[config.mk]
export PLATFORM = sky130hd
export DESIGN_NAME = uart_rx_packer
export DESIGN_NICKNAME = d
export VERILOG_FILES = /design/src/rtl/uart_rx_packer.sv
export SDC_FILE = /design/constraint.sdc
export NUM_CORES = 1
export LEC_CHECK = 0
export ABC_CLOCK_PERIOD_IN_PS = 8250
export BUFFER_PORTS_ARGS = -buffer_cell sky130_fd_sc_hd__buf_2
export CAP_MARGIN = 20
export CORE_ASPECT_RATIO = 1.4
export CORE_MARGIN = 2
export CORE_UTILIZATION = 63
export CTS_CLUSTER_DIAMETER = 80
export DETAILED_ROUTE_END_ITERATION = 7
export GPL_TIMING_DRIVEN = 0
export PLACE_DENSITY = 0.87
export SLEW_MARGIN = 0
export SYNTH_ARGS = -nofsm -noshare
export SYNTH_HDL_FRONTEND = slang
export SYNTH_SLANG_ARGS = --single-unit
[constraint.sdc]
create_clock -name Clk -period 8.25 [get_ports Clk]
set_clock_uncertainty 0.1 [all_clocks]
set_input_delay 0 -clock Clk [delete_from_list [all_inputs] [get_ports Clk]]
set_output_delay 0 -clock Clk [all_outputs]
set_load 0.1 [all_outputs]
[src/rtl/uart_rx_packer.sv]
// Receive-side byte FIFO with a word assembler that drains BYTES_PER_WORD entries per request.
// Optional sticky overflow flag and its clear input are compiled in with UART_PACK_OVF_EN.
module uart_rx_packer #(
  parameter int unsigned DATA_W         = 8,
  parameter int unsigned DEPTH          = 8,
  parameter int unsigned BYTES_PER_WORD = 4,
  parameter int unsigned MSB_FIRST      = 0
) (
  input  logic                             Clk,
  input  logic                             Rst,
  input  logic                             i_wr,
  input  logic [DATA_W-1:0]                i_wdata,
  output logic                             o_full,
  output logic                             o_empty,
  output logic [$clog2(DEPTH):0]           o_count,
  input  logic                             i_start,
  output logic                             o_busy,
  output logic [DATA_W*BYTES_PER_WORD-1:0] o_word,
  output logic                             o_word_valid
`ifdef UART_PACK_OVF_EN
  ,
  input  logic                             i_ovf_clr,
  output logic                             o_overflow
`endif
);

  localparam int unsigned AW = $clog2(DEPTH);
  localparam int unsigned IW = (BYTES_PER_WORD > 1) ? $clog2(BYTES_PER_WORD) : 1;
  localparam int unsigned WW = DATA_W * BYTES_PER_WORD;
  localparam logic [AW:0] PtrOne = 1;
  localparam logic [IW-1:0] IdxLast = IW'(BYTES_PER_WORD - 1);

  typedef enum logic [1:0] {StIdle, StFetch, StDone} state_e;

  state_e            state_q, state_d;
  logic [DATA_W-1:0] mem_q [DEPTH];
  logic [AW:0]       wptr_q, wptr_d, rptr_q, rptr_d;
  logic [AW:0]       count_q, count_d;
  logic              full_q, full_d, empty_q, empty_d;
  logic [IW-1:0]     idx_q, idx_d, lane;
  logic [WW-1:0]     asm_q, asm_d, word_q, word_d;
  logic              valid_q, valid_d;
  logic              pop, wr_en;
  logic [DATA_W-1:0] head;

  // A write into a full FIFO is still accepted when the head leaves on the same edge.
  always_comb begin
    pop     = (state_q == StFetch) && !empty_q;
    wr_en   = i_wr && (!full_q || pop);
    head    = mem_q[rptr_q[AW-1:0]];
    wptr_d  = wr_en ? wptr_q + PtrOne : wptr_q;
    rptr_d  = pop ? rptr_q + PtrOne : rptr_q;
    full_d  = (wptr_d[AW] != rptr_d[AW]) && (wptr_d[AW-1:0] == rptr_d[AW-1:0]);
    empty_d = (wptr_d == rptr_d);
    count_d = wptr_d - rptr_d;
  end

  always_ff @(posedge Clk or posedge Rst) begin
    if (Rst) begin
      wptr_q  <= '0;
      rptr_q  <= '0;
      count_q <= '0;
      full_q  <= 1'b0;
      empty_q <= 1'b1;
    end else begin
      wptr_q  <= wptr_d;
      rptr_q  <= rptr_d;
      count_q <= count_d;
      full_q  <= full_d;
      empty_q <= empty_d;
    end
  end

  always_ff @(posedge Clk) begin
    if (wr_en) begin
      mem_q[wptr_q[AW-1:0]] <= i_wdata;
    end
  end

  always_comb begin
    state_d = state_q;
    idx_d   = idx_q;
    asm_d   = asm_q;
    word_d  = word_q;
    valid_d = 1'b0;
    lane    = (MSB_FIRST != 0) ? IdxLast - idx_q : idx_q;
    unique case (state_q)
      StIdle: begin
        if (i_start) begin
          state_d = StFetch;
          idx_d   = '0;
        end
      end
      StFetch: begin
        // An empty FIFO simply stalls assembly; there is no timeout.
        if (pop) begin
          asm_d[lane*DATA_W +: DATA_W] = head;
          if (idx_q == IdxLast) begin
            state_d = StDone;
          end else begin
            idx_d = idx_q + 1'b1;
          end
        end
      end
      StDone: begin
        word_d  = asm_q;
        valid_d = 1'b1;
        state_d = StIdle;
      end
      default: state_d = StIdle;
    endcase
  end

  always_ff @(posedge Clk or posedge Rst) begin
    if (Rst) begin
      state_q <= StIdle;
      idx_q   <= '0;
      asm_q   <= '0;
      word_q  <= '0;
      valid_q <= 1'b0;
    end else begin
      state_q <= state_d;
      idx_q   <= idx_d;
      asm_q   <= asm_d;
      word_q  <= word_d;
      valid_q <= valid_d;
    end
  end

`ifdef UART_PACK_OVF_EN
  logic ovf_q;

  // A drop on the same edge as a clear keeps the flag set.
  always_ff @(posedge Clk or posedge Rst) begin
    if (Rst) begin
      ovf_q <= 1'b0;
    end else if (i_wr && !wr_en) begin
      ovf_q <= 1'b1;
    end else if (i_ovf_clr) begin
      ovf_q <= 1'b0;
    end
  end

  assign o_overflow = ovf_q;
`endif

  assign o_full       = full_q;
  assign o_empty      = empty_q;
  assign o_count      = count_q;
  assign o_busy       = (state_q != StIdle);
  assign o_word       = word_q;
  assign o_word_valid = valid_q;

endmodule
==> impl_metrics.ini <==
[cells_and_area]
antenna_cells = 0
final_nets = 498
final_layout_size_suffix_gt1_frac = 0.3033
syn_to_final_growth_pct = 19.89

[routing]
firstDrtPassIters = 6
detailroute.via_count = 3587
drc = 0
via_per_inst = 6.029
antenna_left = 0
wire_per_inst_um = 19.55
dr.first_iter.drc_count = 265
wl_mm = 11.63

[setup_path]
start_kind = flop
ff2ff_path_depth = 10
critPathRequiredTime_ns = 8.47
crit_arrival_ns = 3.22
timing.rr.start = state_q[0]$_DFFE_PP0P_
critPathMaxFanout = 10
r2r_end = o_count[3]$_DFF_PP0_
end_kind = flop
worstSetupPathType = reg2reg
r2r_slack_ns = 5.25

[global_routing]
overflow = 0
grt_pass1_vias = 3680
grt_max_degree = 66
grt_usage = 0.2459
grt_pass1_wl_mm = 18.87
antenna_found_initial = 0

[synth]
synth_cells = 389
netlist.area_leader.share = 0.3456
syn_nets = 411
synth_common_cells = dfrtp_1, edfxtp_1, nand2_1
ys.flop_type = dfrtp_1
yosysMostFrequentCell = dfrtp_1
syn_avg_cell_area_sq_um = 15.27
async_flop_share = 0.5646
synth_cell_types = 50
synth_area_leaders = dfrtp_1, edfxtp_1, mux2_2, mux4_2, o21ai_0
yosys_warnings = 0
yosysSeqAreaShare = 0.6736
synth_edf_count = 64
synth_area_sq_mm = 0.005938
yosys.area.top_type = dfrtp_1
synth-seq-cells = 147

[sta]
period_needed_ns = 2.998
worst_pin_slew_ns = 0.9570
relSlewSlack = 0.3567
rsz0062_at_grt = false
setup-tns-final_ns = 0
slew_violations = 0
finalHoldViolations = 0
finalSetupViolCount = 0
max_freq_mhz = 333.6
post-route-period-util = 0.3634

[cts]
cts.sinks = 147
postCtsSetupBuffers = 0
cts.clk_slew.worst_paths_ns = 0.06
clk_latency_ns = 0.41
cts_made_buffers = 17
cts_tree = done
clockBufferDepth = 2
clock-root-buffer = clkbuf_16
cts_max_level = 4
cts_resized = 0
hold_buffers = 12

[floorplan]
die_h_um = 118.9
initial_core_util = 0.6540
fp.dieW_um = 86.05
die-area_sq_mm = 0.01023
row_count = 41
core_area_sq_mm = 0.009080
io-pin-count = 52

[place]
portBuffers = 51
gp_congestion = 0.8084
dp_hpwl_mm = 7.468

[outcome]
status = complete, no violations

[run]
drv_cap = 0

[worst_hold_path]
hp-class = in2reg
min_to = mem_q[2][1]$_DFFE_PP_
whs_path_depth = 2
worstHoldStart = i_wdata[1]
[flip-flops by register name, summed over array words and instances, names as in the netlist]
register and cells:
wptr_q 4, o_word 32, o_word_valid 1, mem_q 64, o_count 4, state_q 2, idx_q 2, o_empty 1
o_full 1, rptr_q 4, asm_q 32
[stage by stage]
stage	util	cells	setup WS (ns)	cell area, sq um	hold slack (ns)
6_report	0.7841	595	5.252	7119	0.2879
5_1_grt	0.7841	595	5.114	7119	0.3243
4_1_cts	0.7821	592	5.262	7102	0.2887
3_5_place_dp	0.7014	549	5.345	6369	-0.1335
3_3_place_gp	0.6968	547	5.143	6327	0.1575
2_1_floorplan	-	389	5.328	5938	-0.001131
[how the worst max path moves through the flow]
stage                      startpoint               endpoint  cells past startpoint
2_1_floorplan       o_empty$_DFF_PP1_   o_count[3]$_DFF_PP0_                     10
3_3_place_gp   state_q[1]$_DFFE_PP0P_  mem_q[0][1]$_DFFE_PP_                      5
3_5_place_dp   state_q[0]$_DFFE_PP0P_   o_count[3]$_DFF_PP0_                     10
4_1_cts        state_q[0]$_DFFE_PP0P_  mem_q[5][1]$_DFFE_PP_                      5
5_1_grt        state_q[0]$_DFFE_PP0P_   o_count[3]$_DFF_PP0_                     10
6_report       state_q[0]$_DFFE_PP0P_   o_count[3]$_DFF_PP0_                     10
[per-layer routing]
metal / GRT usage / wire length [um] / share of wire
met5: 0 / 0 / 0
met4: 0.1121 / 249 / 0.021
met3: 0.05475 / 522 / 0.045
met2: 0.4167 / 6360 / 0.55
met1: 0.2979 / 4498 / 0.39
[cell type report]
type | instances | area, sq um
fill | 473 | 1961
inverter | 12 | 47.55
buffer | 16 | 70.07
multi-input combinational | 214 | 1829
tap | 107 | 133.9
clock inverter | 8 | 125.1
clock buffer | 23 | 488.0
timing repair buffer | 68 | 425.4
sequential | 147 | 4000
[critical path, cell delays in order (launching register included)]
cell      delay, ns
dfrtp_1        0.47
or3b_1         0.39
buf_6          0.16
a21o_1         0.18
clkbuf_1       0.21
mux2i_1        0.34
inv_1          0.08
ha_1           0.34
o211ai_1       0.12
a221oi_1       0.35
xnor2_1        0.17
[kinds of logic (layout without fill, tap and decap cells)]
kind of cell               count (synthesis)  in the layout  share of synthesized area
DFF                                      147            147                     0.6736
xor gates and xnor gates                  17             17                    0.02634
muxes                                     58             58                     0.1403
buffers and inverters                     28            127                    0.01938
and+or+nand+nor                           73             73                    0.06090
adders and majority gates                 10             10                    0.02107
AOI/OAI and AO/OA                         56             56                    0.05837
[layout by cell type, fill, tap and decap left out, types with 3 or more instances in the layout]
master         netlist  routed
ha_1                10      10
nor3_1               4       4
mux2_2              32      32
nand2_1             40      40
a21o_1               3       3
mux4_2              16      16
inv_4                0       3
dlygate4sd3_1        0      12
xnor2_1             13      13
edfxtp_1            64      64
nor2b_1              3       3
clkbuf_16            0      17
or3_1                3       3
nand4_1              3       3
o21ai_0             36      36
xor2_1               3       3
dfrtp_1             82      82
inv_1               12      11
clkbuf_1            11      13
clkbuf_8             0       4
bufinv_16            0       3
mux2i_1              9       9
nor2_1               5       5
buf_2                2      56
Power is not shown: default switching activity piles up to over one toggle a cycle in this logic, so the estimate is an artifact.
